<file path="src/rtl/debug_unit_pkg.sv">
// Shared constants for the debug unit: host command codes, FSM state encoding
// and the default IM/DM address width.
package debug_unit_pkg;

    localparam int unsigned ADDRWIDTH_DEF = 32;

    localparam logic [7:0] CMD_LOAD = 8'h01;
    localparam logic [7:0] CMD_RUN  = 8'h02;
    localparam logic [7:0] CMD_STEP = 8'h03;

    typedef enum logic [3:0] {
        StIdle,
        StLoadCnt,
        StLoadByte,
        StLoadWrite,
        StRun,
        StStep,
        StDumpSetup,
        StDumpCapture,
        StDumpSend,
        StDumpWait
    } state_e;

endpackage

</file>
<file path="src/rtl/debug_word_serializer.sv">
// Splits a loaded word into bytes, MSB first, over the tx_start/tx_done handshake;
// o_word_done flags the tx_done of the last byte.
module debug_word_serializer #(
    parameter int unsigned NB_DATA = 32,
    parameter int unsigned N_BITS  = 8
) (
    input  logic               i_clock,
    input  logic               i_reset,
    input  logic               i_load,
    input  logic [NB_DATA-1:0] i_word,
    input  logic               i_start,
    input  logic               i_tx_done,
    output logic [N_BITS-1:0]  o_tx_data,
    output logic               o_tx_start,
    output logic               o_word_done
);

    logic [NB_DATA-1:0] word_q, word_d;
    logic [1:0]         byte_cnt_q, byte_cnt_d;
    logic               tx_start_q, tx_start_d;
    logic [N_BITS-1:0]  tx_data_q, tx_data_d;

    always_comb begin
        word_d      = word_q;
        byte_cnt_d  = byte_cnt_q;
        tx_start_d  = 1'b0;
        tx_data_d   = tx_data_q;
        o_word_done = i_tx_done && (byte_cnt_q == 2'd3);
        if (i_load) begin
            word_d     = i_word;
            byte_cnt_d = 2'd0;
        end else if (i_start || (i_tx_done && (byte_cnt_q != 2'd3))) begin
            // Emit the top byte and shift the next one into place.
            tx_start_d = 1'b1;
            tx_data_d  = word_q[NB_DATA-1 -: N_BITS];
            word_d     = word_q << N_BITS;
            if (i_tx_done) byte_cnt_d = byte_cnt_q + 2'd1;
        end else if (o_word_done) begin
            byte_cnt_d = byte_cnt_q + 2'd1;
        end
    end

    always_ff @(posedge i_clock or negedge i_reset) begin
        if (!i_reset) begin
            word_q     <= '0;
            byte_cnt_q <= 2'd0;
            tx_start_q <= 1'b0;
            tx_data_q  <= '0;
        end else begin
            word_q     <= word_d;
            byte_cnt_q <= byte_cnt_d;
            tx_start_q <= tx_start_d;
            tx_data_q  <= tx_data_d;
        end
    end

    assign o_tx_data  = tx_data_q;
    assign o_tx_start = tx_start_q;

endmodule

</file>
<file path="src/rtl/debug_unit.sv">
// Debug-port controller: UART commands load IM, run or step the pipeline, then dump
// PC, registers and (with DEBUG_UNIT_MEM_DUMP_EN defined) data memory over UART TX.
module debug_unit
    import debug_unit_pkg::*;
#(
    parameter int unsigned NB_DATA    = 32,
    parameter int unsigned NB_REG     = 5,
    parameter int unsigned N_BITS     = 8,
    parameter int unsigned N_REGISTER = 32,
    parameter int unsigned N_DM_WORDS = 32,
    parameter int unsigned ADDRWIDTH  = ADDRWIDTH_DEF
) (
    input  logic                 i_clock,
    input  logic                 i_reset,
    input  logic [N_BITS-1:0]    i_rx_data,
    input  logic                 i_rx_valid,
    output logic [N_BITS-1:0]    o_tx_data,
    output logic                 o_tx_start,
    input  logic                 i_tx_done,
    output logic [NB_DATA-1:0]   o_im_data,
    output logic [ADDRWIDTH-1:0] o_im_addr,
    output logic                 o_im_enable_write,
    output logic                 o_debug_unit,
    output logic                 o_en_read,
    output logic                 o_enable_pipe,
    output logic [NB_REG-1:0]    o_br_addr,
    output logic                 o_br_enable,
    output logic [ADDRWIDTH-1:0] o_dm_addr,
    output logic                 o_dm_enable,
    output logic                 o_dm_enable_addr,
    output logic                 o_dm_enable_read,
    output logic                 o_enable_mem,
    input  logic [ADDRWIDTH-1:0] i_pc,
    input  logic [NB_DATA-1:0]   i_data_reg,
    input  logic [NB_DATA-1:0]   i_data_mem,
    input  logic                 i_halt,
    output logic                 o_busy
);

    localparam int unsigned WCW = $clog2(N_REGISTER + N_DM_WORDS + 2);
    typedef logic [WCW-1:0] wcnt_t;
`ifdef DEBUG_UNIT_MEM_DUMP_EN
    localparam wcnt_t LAST_WORD = wcnt_t'(N_REGISTER + N_DM_WORDS);
`else
    localparam wcnt_t LAST_WORD = wcnt_t'(N_REGISTER);
`endif

    state_e               state_q, state_d;
    logic [N_BITS-1:0]    load_left_q, load_left_d;
    logic [1:0]           byte_cnt_q, byte_cnt_d;
    logic [NB_DATA-1:0]   word_q, word_d;
    logic [ADDRWIDTH-1:0] im_addr_q, im_addr_d;
    logic                 settle_q, settle_d;
    wcnt_t                widx_q, widx_d;
    logic                 pipe_q, pipe_d, im_we_q, im_we_d, debug_q, debug_d;
    logic                 en_read_q, en_read_d, busy_q, busy_d;
    logic [NB_REG-1:0]    br_addr_q, br_addr_d;
    logic                 br_en_q, br_en_d, dump_en_d, is_reg_d;
    logic [NB_DATA-1:0]   ser_word;
    logic                 ser_done, word_done;

    always_comb begin
        state_d     = state_q;
        load_left_d = load_left_q;
        byte_cnt_d  = byte_cnt_q;
        word_d      = word_q;
        im_addr_d   = im_addr_q;
        settle_d    = settle_q;
        widx_d      = widx_q;
        case (state_q)
            StIdle: begin
                if (i_rx_valid) begin
                    if (i_rx_data == N_BITS'(CMD_LOAD)) begin
                        state_d   = StLoadCnt;
                        im_addr_d = '0;
                    end else if (i_rx_data == N_BITS'(CMD_RUN)) begin
                        state_d = StRun;
                    end else if (i_rx_data == N_BITS'(CMD_STEP)) begin
                        state_d  = StStep;
                        settle_d = 1'b0;
                    end
                end
            end
            StLoadCnt: begin
                if (i_rx_valid) begin
                    load_left_d = i_rx_data;
                    byte_cnt_d  = 2'd0;
                    state_d     = (i_rx_data == '0) ? StIdle : StLoadByte;
                end
            end
            StLoadByte: begin
                if (i_rx_valid) begin
                    word_d     = {word_q[NB_DATA-N_BITS-1:0], i_rx_data};
                    byte_cnt_d = byte_cnt_q + 2'd1;
                    if (byte_cnt_q == 2'd3) state_d = StLoadWrite;
                end
            end
            StLoadWrite: begin
                im_addr_d   = im_addr_q + ADDRWIDTH'(4);
                load_left_d = load_left_q - N_BITS'(1);
                state_d     = (load_left_q == N_BITS'(1)) ? StIdle : StLoadByte;
            end
            StRun: begin
                if (i_halt) begin
                    state_d = StDumpSetup;
                    widx_d  = '0;
                end
            end
            StStep: begin
                // One extra cycle after the pulse lets halt/PC settle before the dump.
                if (settle_q) begin
                    state_d  = StDumpSetup;
                    widx_d   = '0;
                    settle_d = 1'b0;
                end else begin
                    settle_d = 1'b1;
                end
            end
            StDumpSetup:   state_d = StDumpCapture;
            StDumpCapture: state_d = StDumpSend;
            StDumpSend:    state_d = StDumpWait;
            StDumpWait: begin
                if (word_done) begin
                    if (widx_q == LAST_WORD) begin
                        state_d = StIdle;
                    end else begin
                        widx_d  = widx_q + wcnt_t'(1);
                        state_d = StDumpSetup;
                    end
                end
            end
            default: state_d = StIdle;
        endcase

        // Outputs are registered copies of what the next state wants.
        pipe_d    = (state_d == StRun) || ((state_d == StStep) && (state_q != StStep));
        im_we_d   = (state_d == StLoadWrite);
        debug_d   = (state_d == StLoadCnt) || (state_d == StLoadByte) || (state_d == StLoadWrite);
        en_read_d = !debug_d;
        busy_d    = (state_d != StIdle);
        dump_en_d = (state_d == StDumpSetup) || (state_d == StDumpCapture);
        is_reg_d  = (widx_d != '0) && (widx_d <= wcnt_t'(N_REGISTER));
        br_en_d   = dump_en_d && is_reg_d;
        br_addr_d = br_addr_q;
        if ((state_d == StDumpSetup) && is_reg_d) br_addr_d = NB_REG'(widx_d - wcnt_t'(1));
    end

    always_comb begin
        if (widx_q == '0) begin
            ser_word = NB_DATA'(i_pc);
        end else if (widx_q <= wcnt_t'(N_REGISTER)) begin
            ser_word = i_data_reg;
        end else begin
            ser_word = i_data_mem;
        end
    end

    always_ff @(posedge i_clock or negedge i_reset) begin
        if (!i_reset) begin
            state_q     <= StIdle;
            load_left_q <= '0;
            byte_cnt_q  <= 2'd0;
            word_q      <= '0;
            im_addr_q   <= '0;
            settle_q    <= 1'b0;
            widx_q      <= '0;
            pipe_q      <= 1'b0;
            im_we_q     <= 1'b0;
            debug_q     <= 1'b0;
            en_read_q   <= 1'b1;
            busy_q      <= 1'b0;
            br_addr_q   <= '0;
            br_en_q     <= 1'b0;
        end else begin
            state_q     <= state_d;
            load_left_q <= load_left_d;
            byte_cnt_q  <= byte_cnt_d;
            word_q      <= word_d;
            im_addr_q   <= im_addr_d;
            settle_q    <= settle_d;
            widx_q      <= widx_d;
            pipe_q      <= pipe_d;
            im_we_q     <= im_we_d;
            debug_q     <= debug_d;
            en_read_q   <= en_read_d;
            busy_q      <= busy_d;
            br_addr_q   <= br_addr_d;
            br_en_q     <= br_en_d;
        end
    end

`ifdef DEBUG_UNIT_MEM_DUMP_EN
    localparam wcnt_t FIRST_MEM = wcnt_t'(N_REGISTER + 1);
    logic                 dm_en_q, dm_en_d;
    logic [ADDRWIDTH-1:0] dm_addr_q, dm_addr_d;

    always_comb begin
        dm_en_d   = dump_en_d && (widx_d >= FIRST_MEM);
        dm_addr_d = dm_addr_q;
        if ((state_d == StDumpSetup) && (widx_d >= FIRST_MEM)) begin
            dm_addr_d = ADDRWIDTH'(widx_d - FIRST_MEM) << 2;
        end
    end

    always_ff @(posedge i_clock or negedge i_reset) begin
        if (!i_reset) begin
            dm_en_q   <= 1'b0;
            dm_addr_q <= '0;
        end else begin
            dm_en_q   <= dm_en_d;
            dm_addr_q <= dm_addr_d;
        end
    end

    assign o_dm_addr        = dm_addr_q;
    assign o_dm_enable      = dm_en_q;
    assign o_dm_enable_addr = dm_en_q;
    assign o_dm_enable_read = dm_en_q;
    assign o_enable_mem     = dm_en_q;
`else
    assign o_dm_addr        = '0;
    assign o_dm_enable      = 1'b0;
    assign o_dm_enable_addr = 1'b0;
    assign o_dm_enable_read = 1'b0;
    assign o_enable_mem     = 1'b0;
`endif

    assign ser_done = (state_q == StDumpWait) && i_tx_done;

    debug_word_serializer #(
        .NB_DATA (NB_DATA),
        .N_BITS  (N_BITS)
    ) u_serializer (
        .i_clock     (i_clock),
        .i_reset     (i_reset),
        .i_load      (state_q == StDumpCapture),
        .i_word      (ser_word),
        .i_start     (state_q == StDumpSend),
        .i_tx_done   (ser_done),
        .o_tx_data   (o_tx_data),
        .o_tx_start  (o_tx_start),
        .o_word_done (word_done)
    );

    assign o_im_data         = word_q;
    assign o_im_addr         = im_addr_q;
    assign o_im_enable_write = im_we_q;
    assign o_debug_unit      = debug_q;
    assign o_en_read         = en_read_q;
    assign o_enable_pipe     = pipe_q;
    assign o_br_addr         = br_addr_q;
    assign o_br_enable       = br_en_q;
    assign o_busy            = busy_q;

endmodule
</file>
<file path="config.mk">
export PLATFORM = sky130hd
export DESIGN_NAME = debug_unit
export DESIGN_NICKNAME = d
export VERILOG_FILES = /design/src/rtl/debug_unit_pkg.sv /design/src/rtl/debug_word_serializer.sv /design/src/rtl/debug_unit.sv
export SDC_FILE = /design/constraint.sdc
export NUM_CORES = 1
export LEC_CHECK = 0
export BUFFER_PORTS_ARGS = -buffer_cell sky130_fd_sc_hd__clkbuf_2
export CORE_MARGIN = 3
export CORE_UTILIZATION = 30
export CTS_BUF_LIST = sky130_fd_sc_hd__clkbuf_8
export DETAILED_ROUTE_END_ITERATION = 7
export PLACE_DENSITY = 0.58
export SETUP_SLACK_MARGIN = 0.02
export SYNTH_ARGS = -nofsm -noshare
export SYNTH_HDL_FRONTEND = slang
export SYNTH_HIERARCHICAL = 1
export SYNTH_SLANG_ARGS = --single-unit
</file>
<file path="constraint.sdc">
create_clock -name i_clock -period 5.5 [get_ports i_clock]
set_clock_uncertainty 0.2 [all_clocks]
set_input_delay 0.55 -clock i_clock [delete_from_list [all_inputs] [get_ports i_clock]]
set_output_delay 0.55 -clock i_clock [all_outputs]
set_load 0.01 [all_outputs]
</file>
==> out/metrics.yaml, run 1 <==
final_util_pct: 36.8
cts_resized: 0
rsz0062_at_grt: "false"
synth.top_cells.by_count: "dfrtp_1 (137), nor2_1 (79), a21oi_1 (52), mux2_2 (40), buf_4 (39)"
wl_per_cell_um: 14.7
io_pins: 229
syn-cell-area_sq_um: 7640
finalSetupViolCount: 0
drt_first_pass_iters: 4
whs_ns: 0.170
pre_cts_slack_ns: 1.39
status: "finished clean"
n_fill_cell: 2544
hold_class: "primary input to flop"
place_hpwl_um: 13300
maxClockFrequency_mhz: 244
cp.required_ns: 5.61
cts-root-buf: "clkbuf_8"
placed_area_sq_um: 8710
syn_to_final_growth_pct: 18.9
synth-edff-count: 0
critPathLaunchType: "flop"
irDropWorstVdd_uv: 120
slew_violations: 0
fin_setup_tns_ns: 0
final_nets: 1041
cp_max_fo: 17
start_util_pct: 31.0
power.density_nw_per_um2: 439
yosysWarnings: 6
finalHoldViolCount: 0
leakage_uw: 0.00453
synth.distinct_cells: 67
drtAntennaViolNets: 0
clockBufferDepth: 2
ys_ff_latch: 138
overflow: 0
core-area_sq_um: 24700
grt_start_max_net_pins: 88
drc: 0
syn_area_per_cell_sq_um: 10.2
yosys.area.top_type: "dfrtp_1"
netlist.area_leader.share_pct: 44.8
yosys-top-cells-area: "dfrtp_1 (45%), mux2_2 (5.9%), mux2i_1 (4.7%), nor2_1 (3.9%), buf_4 (3.8%)"
place_congestion: 0.786
die_y_um: 166
clk_latency_ns: 0.43
fin_crit_sh_pct: 74.5
end_kind: "flop"
arrival_ns: 4.21
drt_iter0_markers: 405
final_layout_size_suffix_gt1_share_pct: 31.0
die_x_um: 166
drv_cap: 0
max-slew-margin-rel_pct: 24.1
netlist_instances: 752
critical_path_class: "flop to flop"
die_area_sq_um: 27400
cts-buffers-inserted: 17
portBuffers: 190
cts_tree: "yes"
clk_pin_slew_worst_paths_ns: 0.08
min_period_ns: 4.10
grtUsageTotal_pct: 13.6
dr_total_vias: 5998
cts_setup_buffers: 0
htreeDepth: 4
synth.yosys.seq_area_share_pct: 45.2
rows: 57
synth-main-ff-cell: "dfrtp_1"
fin_area_sq_um: 9090
clock-sinks: 138
tightest_slew_ns: 1.14
yosysMostFrequentCell: "dfrtp_1"
first_global_vias: 5874
wl_um: 18600
fin_ws_ns: 1.40
routed_via_density: 4.76
synthArstFlopShare_pct: 100
grt_pass1_wl_um: 30900
antenna_found_initial: 0
## per-layer routing
layer / share of wire (%) / routed length [um] / global-route usage (%)
met2: 48 / 8890 / 21.9
met1: 45 / 8430 / 18.3
met4: 0.76 / 142 / 3.91
met3: 6.1 / 1140 / 3.34
met5: 0 / 0 / 0
## cell usage in the layout (no fill, tap or decap), types with 4 or more instances in the layout
master    Yosys  layout
nand2b_1      5       5
nand3_1      17      16
inv_1        21      22
mux2i_1      36      36
dfrtp_1     137     137
a221o_1      25      25
nor2_1       79      78
nand4_1      10      10
and4_1        4       4
nor3b_1      19      19
nor4b_1       9       9
o21ai_0      21      21
and3_1        6       6
xnor2_1      10      10
a22o_1        9       9
conb_1        1      38
clkbuf_8      0      18
a21oi_1      52      52
buf_4        39       5
nor2b_1      29      29
clkbuf_2      0     189
inv_6         0       5
ha_1          8       8
mux2_2       40      40
xor2_1       12      12
nor3_1       12      11
nand2_1      35      35
or3_1        14      13
and2_1        5       5
## state kept, by name, indices dropped and copies added, names as in the netlist, 2 cells and up
name / count
o_im_data: 32
byte_cnt_q: 2
widx_q: 7
state_q: 4
u_serializer/byte_cnt_q: 2
u_serializer/word_q: 32
u_serializer/o_tx_data: 8
o_br_addr: 5
o_im_addr: 30
load_left_q: 8
## path summary, 6_finish.rpt
check | start | to | slack [ns] | cells past startpoint
setup reg to reg | state_q[0] | o_br_addr[0] | 1.40 | 12
setup / recovery | state_q[0] | o_br_addr[0] | 1.40 | 12
max in group asynchronous | i_reset | o_br_addr[1] | 3.40 | 3
hold / removal | i_rx_data[2] | load_left_q[2] | 0.17 | 3
hold reg to reg | o_br_addr[2] | o_br_addr[2] | 0.30 | 1
min in group asynchronous | i_reset | load_left_q[7] | 0.54 | 2
## where the power goes
group          total (uW)  internal [uW]  leakage, uW  switching [uW]
logic                1560            740      0.00260             822
registers            1650           1380      0.00173             269
clock network         787            371     0.000192             416
total                3990           2490      0.00453            1510
## worst max-delay path: stages (launching register included)
cell and delay, ns:
dfrtp_1 0.70, and4bb_1 0.39, and2_1 0.25, and2_1 0.35, a21bo_2 0.28, a21o_1 0.20, mux2i_1 0.26, ha_1 0.23
inv_1 0.09, nor4b_4 0.34, xor2_2 0.15, nor2_2 0.19, mux2_1 0.35
## logic make-up after synthesis
group | Yosys count | share of synthesized area, %
multiplexers | 79 | 11.0
AND/OR/NAND/NOR | 264 | 19.7
other | 1 | 0.0491
adder cells (fa/ha/maj) | 8 | 1.31
XOR/XNOR | 23 | 2.73
AO/OA/AOI/OAI | 138 | 12.4
flip-flops | 138 | 45.2
buffers and inverters | 101 | 7.53
## metrics by stage
stage | instances | power, uW
final | 1261 | 3990
after global routing | 1260 | 4340
after CTS | 1260 | 4080
after detailed placement | 1228 | 3260
after global placement | 1228 | 3230
after floorplan | 789 | 2750
## what timing repair did
item / 4_1_cts / 5_1_grt
endpoints found under the setup margin: 0 / 0
hold endpoints to repair: 36 / 0
hold buffers: 1 / 0
## final cells by class
cell class                      count  area [sq um]  share of cell area [%]
Clock inverter                     13           118                    1.29
Sequential cell                   138          3450                    38.0
Timing Repair Buffer              196          1000                    11.1
Multi-Input combinational cell    550          3780                    41.6
Tap cell                          324           405                    4.46
Inverter                           21          78.8                   0.867
Antenna cell                        1          2.50                  0.0275
Clock buffer                       18           248                    2.73
No activity file was read; power rests on OpenSTA's default activity.
==> run 2: changes to the inputs <==
==> constraint.sdc (replaced) <==
create_clock -name i_clock -period 4 [get_ports i_clock]
set_clock_uncertainty 0.2 [all_clocks]
set_input_delay 0.4 -clock i_clock [delete_from_list [all_inputs] [get_ports i_clock]]
set_output_delay 0.4 -clock i_clock [all_outputs]
set_load 0.01 [all_outputs]
==> out/metrics.yaml, run 2 (same netlist as run 1, synthesis figures left out) <==
hold_path_depth: 2  # -1
fin_crit_sh_pct: 89.4  # +15 points
end_kind: "flop"
cts_setup_buffers: 0  # unchanged
die_area_sq_um: 27400  # unchanged
pwr-share-seq_pct: 38.7  # -2.5 points
status: "finished clean"
final_util_pct: 37.4  # +0.59 points
finalSetupViolCount: 0  # unchanged
whs_ns: 0.0343  # -0.136 ns
grtUsageTotal_pct: 13.5  # -0.11 points
critical_path_class: "flop to flop"
multiInputGateArea_sq_um: 3780  # unchanged
drt_iter0_markers: 386  # -4.7%
p_sw_share_pct: 36.8  # -0.90 points
die_x_um: 166  # unchanged
drv_cap: 0  # unchanged
r2r-start: "state_q[2]"
routed_via_density: 4.74  # -0.45%
hold_end: "o_im_data[5]"
cp.required_ns: 4.12  # -1.49 ns
reg2reg_to: "o_br_addr[0]"
clk_pin_slew_worst_paths_ns: 0.09  # about the same
power.density_nw_per_um2: 616  # +40%
fin_setup_tns_ns: 0  # unchanged
grt_pass1_wl_um: 31000  # +0.22%
clock-sinks: 138  # unchanged
n_fill_cell: 2539  # -0.20%
diodes: 0  # -1
rsz0062_at_grt: "false"
htreeDepth: 4  # unchanged
placed_area_sq_um: 8810  # +1.1%
final_common_cell: "clkbuf_2"
place_hpwl_um: 13300  # -0.15%
regArea_sq_um: 3450  # unchanged
arrival_ns: 3.69  # -0.52 ns
drtAntennaViolNets: 0  # unchanged
core-area_sq_um: 24700  # unchanged
critPathLaunchType: "flop"
hold_class: "primary input to flop"
tightest_slew_ns: 0.992  # -0.144 ns
drc: 0  # unchanged
die_y_um: 166  # unchanged
place_congestion: 0.768  # -2.3%
start_util_pct: 31.0  # unchanged
leakage_uw: 0.00461  # +1.9%
pre_cts_slack_ns: 0.459  # -0.935 ns
power.share.combinational_pct: 39.9  # +0.8 points
clock_power_share_pct: 21.3  # +1.6 points
clockBufferDepth: 2  # unchanged
portBuffers: 190  # unchanged
cts-root-buf: "clkbuf_8"
fin_ws_ns: 0.423  # -0.979 ns
wl_um: 18500  # -0.25%
grt_start_max_net_pins: 96  # +9.1%
final_nets: 1052  # +1.1%
cts-buffers-inserted: 17  # unchanged
maxClockFrequency_mhz: 280  # +15%
io_pins: 229  # unchanged
antenna_found_initial: 0  # unchanged
first_global_vias: 5923  # +0.83%
wl_per_cell_um: 14.6  # -1.1%
layout_common_cells: "clkbuf_2 (189), dfrtp_1 (137), nor2_1 (78)"
max-slew-margin-rel_pct: 33.8  # +9.8 points
slew_violations: 0  # unchanged
ff2ff_path_depth: 12  # unchanged
min_period_ns: 3.58  # -0.521 ns
drt_first_pass_iters: 4  # unchanged
irDropWorstVdd_uv: 253  # +110%
hold_start: "i_rx_data[5]"
intPower_uw: 3600  # +45%
clk_latency_ns: 0.44  # about the same
syn_to_final_growth_pct: 20.8
cp_max_fo: 6  # -11
overflow: 0  # unchanged
cts_tree: "yes"
final_layout_size_suffix_gt1_share_pct: 31.8  # +0.77 points
regToRegSetupSlack_ns: 0.42  # -0.98 ns
finalHoldViolCount: 0  # unchanged
power_switching_uw: 2090  # +39%
dr_total_vias: 6023  # +0.42%
fin_area_sq_um: 9240  # +1.6%
rows: 57  # unchanged
[run 2: cell count changes in the layout (fill, tap and decap cells not counted), moves of 2 or more]
cell	previous run	this run
buf_4	5	15
bufinv_16	1	3
clkinv_2	3	1
clkinv_4	2	4
inv_6	5	3
[run 2: per-layer routing]
layer / part of all wire (%) / GRT usage (%) / up-vias / wire (um)
met5: 0 / 0 / - / 0
met4: 0.74 / 2.93 / 0 / 138
met3: 5.7 / 3.36 / 11 / 1060
met2: 47 / 22.1 / 172 / 8710
met1: 47 / 18.2 / 2867 / 8640
li1: - / - / 2973 / -
[run 2: critical path, cell delays in order (launching register included)]
cell and delay (ns):
dfrtp_1 0.39, and4bb_1 0.42, and2_1 0.25, and2_1 0.16
a21bo_2 0.23, a21o_1 0.20, mux2i_1 0.26, ha_1 0.23
inv_1 0.09, nor4b_4 0.34, xor2_2 0.15, nor2_2 0.20
mux2_1 0.34
[run 2: power by group through the flow]
| stage | combinational (uW) | clock (uW) | sequential (uW) |
|---|---|---|---|
| global placement | 2290 | 0 | 2220 |
| detailed placement | 2310 | 0 | 2230 |
| finish | 2270 | 1210 | 2210 |
| global route | 2550 | 1310 | 2280 |
| CTS | 2320 | 1260 | 2210 |
| floorplan | 1500 | 0 | 2290 |
[run 2: area by class of cell]
type,count,share of cell area [%]
clock buffer,18,2.68
inverter,21,0.853
multi-input combinational,550,40.9
clock inverter,14,1.86
timing repair buffer,207,11.9
sequential,138,37.4
tap,324,4.39
[run 2: worst max path at each step]
stage	startpoint	endpoint	slack [ns]	cells after the start
finish	state_q[2]	o_br_addr[0]	0.42	12
global route	state_q[2]	o_br_addr[0]	0.23	12
CTS	state_q[2]	o_br_addr[0]	0.43	12
detailed placement	state_q[2]	o_br_addr[0]	0.46	12
global placement	state_q[2]	o_br_addr[0]	0.55	12
floorplan	state_q[1]	o_br_addr[0]	0.42	15
[run 2: per-stage QoR]
step           power, uW  std cells
2_1_floorplan       3790        789
3_3_place_gp        4500       1239
3_5_place_dp        4540       1239
4_1_cts             5780       1272
5_1_grt             6140       1272
6_report            5690       1272
[run 2: timing repair]
item	in CTS	in global routing
setup endpoints to repair	0	0
gates resized for setup	0	0
hold endpoints to repair	93	0
hold buffers	1	0
==> run 3: changes to the inputs <==
--- a/config.mk
+++ b/config.mk
@@ -5,6 +5,7 @@
 export SDC_FILE = /design/constraint.sdc
 export NUM_CORES = 1
 export LEC_CHECK = 0
+export ABC_AREA = 1
 export BUFFER_PORTS_ARGS = -buffer_cell sky130_fd_sc_hd__clkbuf_2
 export CORE_MARGIN = 3
 export CORE_UTILIZATION = 30
==> out/metrics.yaml, run 3 <==
netlist.area_leader.share_pct: 43.3  # -1.6 points
wl_met3_um: 1130  # +6.4%
drv_cap: 0  # unchanged
synth-compound-area-share_pct: 8.65  # -3.8 points
fin_setup_tns_ns: 0  # unchanged
netlist_instances: 1063  # +41%
grt_pass1_wl_um: 36200  # +17%
clock_power_share_pct: 21.0  # -0.3 points
rows: 58  # +1.8%
yosysMostFrequentCell: "nand2_1"
cts_tree: "yes"
ff2ff_path_depth: 19  # +7
fin_crit_sh_pct: 78.2  # -11 points
whs_ns: 0.0328  # -0.00146 ns
clock-sinks: 138  # unchanged
wl_um: 22100  # +19%
synth-simple-area-share_pct: 32.5  # +13 points
die_area_sq_um: 28400  # +3.5%
cts-root-buf: "clkbuf_8"
grt_start_max_net_pins: 99  # +3.1%
syn-cell-area_sq_um: 7920  # +3.6%
end_kind: "flop"
cp.required_ns: 4.19  # +0.07 ns
layout_common_cells: "nand2_1 (397), clkbuf_2 (189), dfrtp_1 (137)"
finalSetupViolCount: 0  # unchanged
slew_violations: 0  # unchanged
hold_end: "o_im_data[7]"
synthArstFlopShare_pct: 100  # unchanged
hold_path_depth: 3  # +1
irDropWorstVdd_uv: 264  # +4.3%
critical_path_class: "flop to flop"
synthAdderAreaFrac_pct: 1.26  # -0.046 points
start_util_pct: 31.0  # +0.034 points
syn_to_final_growth_pct: 19.0
rsz0062_at_grt: "false"
cts-buffers-inserted: 17  # unchanged
place_congestion: 0.874  # +14%
syn_area_per_cell_sq_um: 7.45  # -27%
die_y_um: 169  # +1.7%
synth_top_family_by_area: "simple AND/OR/NAND/NOR gates"
dr_total_vias: 7376  # +22%
overflow: 0  # unchanged
setup.worst_path.start: "state_q[0]"
synth.distinct_cells: 44  # -34%
yosys-top-cells-area: "dfrtp_1 (43%), nand2_1 (19%), nor2_1 (3.8%), buf_4 (3.8%), inv_1 (3.7%)"
drtAntennaViolNets: 0  # unchanged
status: "finished clean"
intPower_uw: 3450  # -4.1%
drt_iter0_markers: 458  # +19%
routed_via_density: 4.67  # -1.3%
drc: 0  # unchanged
tightest_slew_ns: 1.09  # +0.0961 ns
portBuffers: 190  # unchanged
finalHoldViolCount: 0  # unchanged
synth_xor_area_share_pct: 3.43  # +0.69 points
clk_latency_ns: 0.45  # about the same
synth-main-ff-cell: "dfrtp_1"
io_pins: 229  # unchanged
hold_class: "primary input to flop"
hold_start: "i_rx_data[7]"
met2_length_um: 10400  # +19%
max-slew-margin-rel_pct: 27.4  # -6.5 points
htreeDepth: 4  # unchanged
fin_area_sq_um: 9430  # +2.1%
top_layer: "met4"
leakage_uw: 0.00504  # +9.3%
synth.yosys.seq_area_share_pct: 43.6  # -1.6 points
core-area_sq_um: 25500  # +3.5%
drt-met1-wl_um: 10300  # +19%
power.share.combinational_pct: 37.8  # -2.1 points
final_layout_size_suffix_gt1_share_pct: 20.7  # -11 points
pre_cts_slack_ns: 0.899  # +0.441 ns
arrival_ns: 3.31  # -0.38 ns
placed_area_sq_um: 9000  # +2.1%
final_nets: 1353  # +29%
grtUsageTotal_pct: 15.4  # +1.9 points
cts_setup_buffers: 0  # unchanged
fin_ws_ns: 0.873  # +0.450 ns
synth.top_cells.by_count: "nand2_1 (397), dfrtp_1 (137), nor2_1 (81), inv_1 (79), nand4_1 (42)"
r2r-start: "state_q[0]"
ys_ff_latch: 138  # unchanged
reg2reg_to: "o_br_addr[4]"
power_switching_uw: 2500  # +20%
diodes: 0  # unchanged
maxClockFrequency_mhz: 320  # +14%
first_global_vias: 7086  # +20%
min_period_ns: 3.13  # -0.450 ns
cts_resized: 0  # unchanged
critPathLaunchType: "flop"
ctsHoldBuffers: 1  # unchanged
cp_max_fo: 6  # unchanged
synth-edff-count: 0  # unchanged
antenna_found_initial: 0  # unchanged
p_sw_share_pct: 42.0  # +5.3 points
final_common_cell: "nand2_1"
yosysWarnings: 6  # unchanged
pwr-share-seq_pct: 41.2  # +2.5 points
synth_mux_area_share_pct: 0  # -11 points
regToRegSetupSlack_ns: 0.87  # +0.45 ns
place_hpwl_um: 15900  # +20%
wl_per_cell_um: 14.0  # -3.9%
die_x_um: 169  # +1.7%
power.density_nw_per_um2: 631  # +2.5%
yosys.area.top_type: "dfrtp_1"
drt_first_pass_iters: 4  # unchanged
clockBufferDepth: 2  # unchanged
clk_pin_slew_worst_paths_ns: 0.10  # about the same
## run 3: cell types whose count changed after synthesis, moves of 20 or more
cell and change:
a21oi_1 -41, nand2_1 +362, a221o_1 -25, inv_1 +58, mux2i_1 -36, nor2b_1 -29, nand4_1 +32, o21ai_0 +20
a31oi_1 +32, mux2_2 -40
## run 3: layer usage
layer  global-route usage, %  up-vias
met5                       0        -
met4                    5.05        0
met3                    2.59       22
met2                    25.7      214
met1                    20.3     3417
li1                        -     3723
## run 3: area by class of cell
| cell class | count | area, sq um |
|---|---|---|
| sequential | 138 | 3450 |
| fill | 2723 | 16100 |
| tap | 330 | 413 |
| clock buffer | 17 | 234 |
| multi-input combinational | 796 | 3790 |
| clock inverter | 15 | 189 |
| timing repair buffer | 197 | 1020 |
| inverter | 86 | 327 |
## run 3: worst max path at each step
stage                    to  slack (ns)  cells after the start
3_5_place_dp   o_br_addr[4]        0.90                     19
6_report       o_br_addr[4]        0.87                     19
2_1_floorplan  o_br_addr[0]        1.26                     18
4_1_cts        o_br_addr[4]        0.89                     19
5_1_grt        o_br_addr[4]        0.57                     19
3_3_place_gp   o_br_addr[4]        1.03                     19
## run 3: worst max-delay path, cell delays in order, from the launching register on
cell     delay [ns]
dfrtp_1        0.45
inv_2          0.05
nor2_2         0.13
nand2_2        0.12
nor2_1         0.36
nand2_1        0.10
inv_1          0.17
nand2_1        0.11
a21oi_1        0.19
nor2_1         0.07
a21oi_2        0.19
ha_1           0.23
nand3_2        0.11
nor2_4         0.11
nand2_2        0.06
nand2_2        0.07
nand3_2        0.09
nor2_4         0.14
nand2_1        0.07
nand2_1        0.06
## run 3: per-stage QoR
stage	total power [uW]	utilization, %	std cells
global placement	4720	35.2	1546
global route	6470	36.9	1579
floorplan	3890	-	1100
CTS	6040	36.9	1579
finish	5950	36.9	1579
detailed placement	4750	35.2	1546
## run 3: power by group through the flow
stage / registers, uW / clock network (uW) / logic [uW]
CTS: 2460 / 1300 / 2290
floorplan: 2540 / 0 / 1350
global placement: 2480 / 0 / 2240
detailed placement: 2490 / 0 / 2270
global route: 2540 / 1350 / 2570
finish: 2460 / 1250 / 2250
## run 3: kinds of logic (layout without fill, tap and decap cells)
logic type               Yosys count  in the layout
flip-flops                       138            138
adder cells (fa/ha/maj)            8              8
other                              1             38
AO/OA/AOI/OAI                    118            118
AND/OR/NAND/NOR                  601            601
buffers and inverters            166            315
XOR/XNOR                          31             31
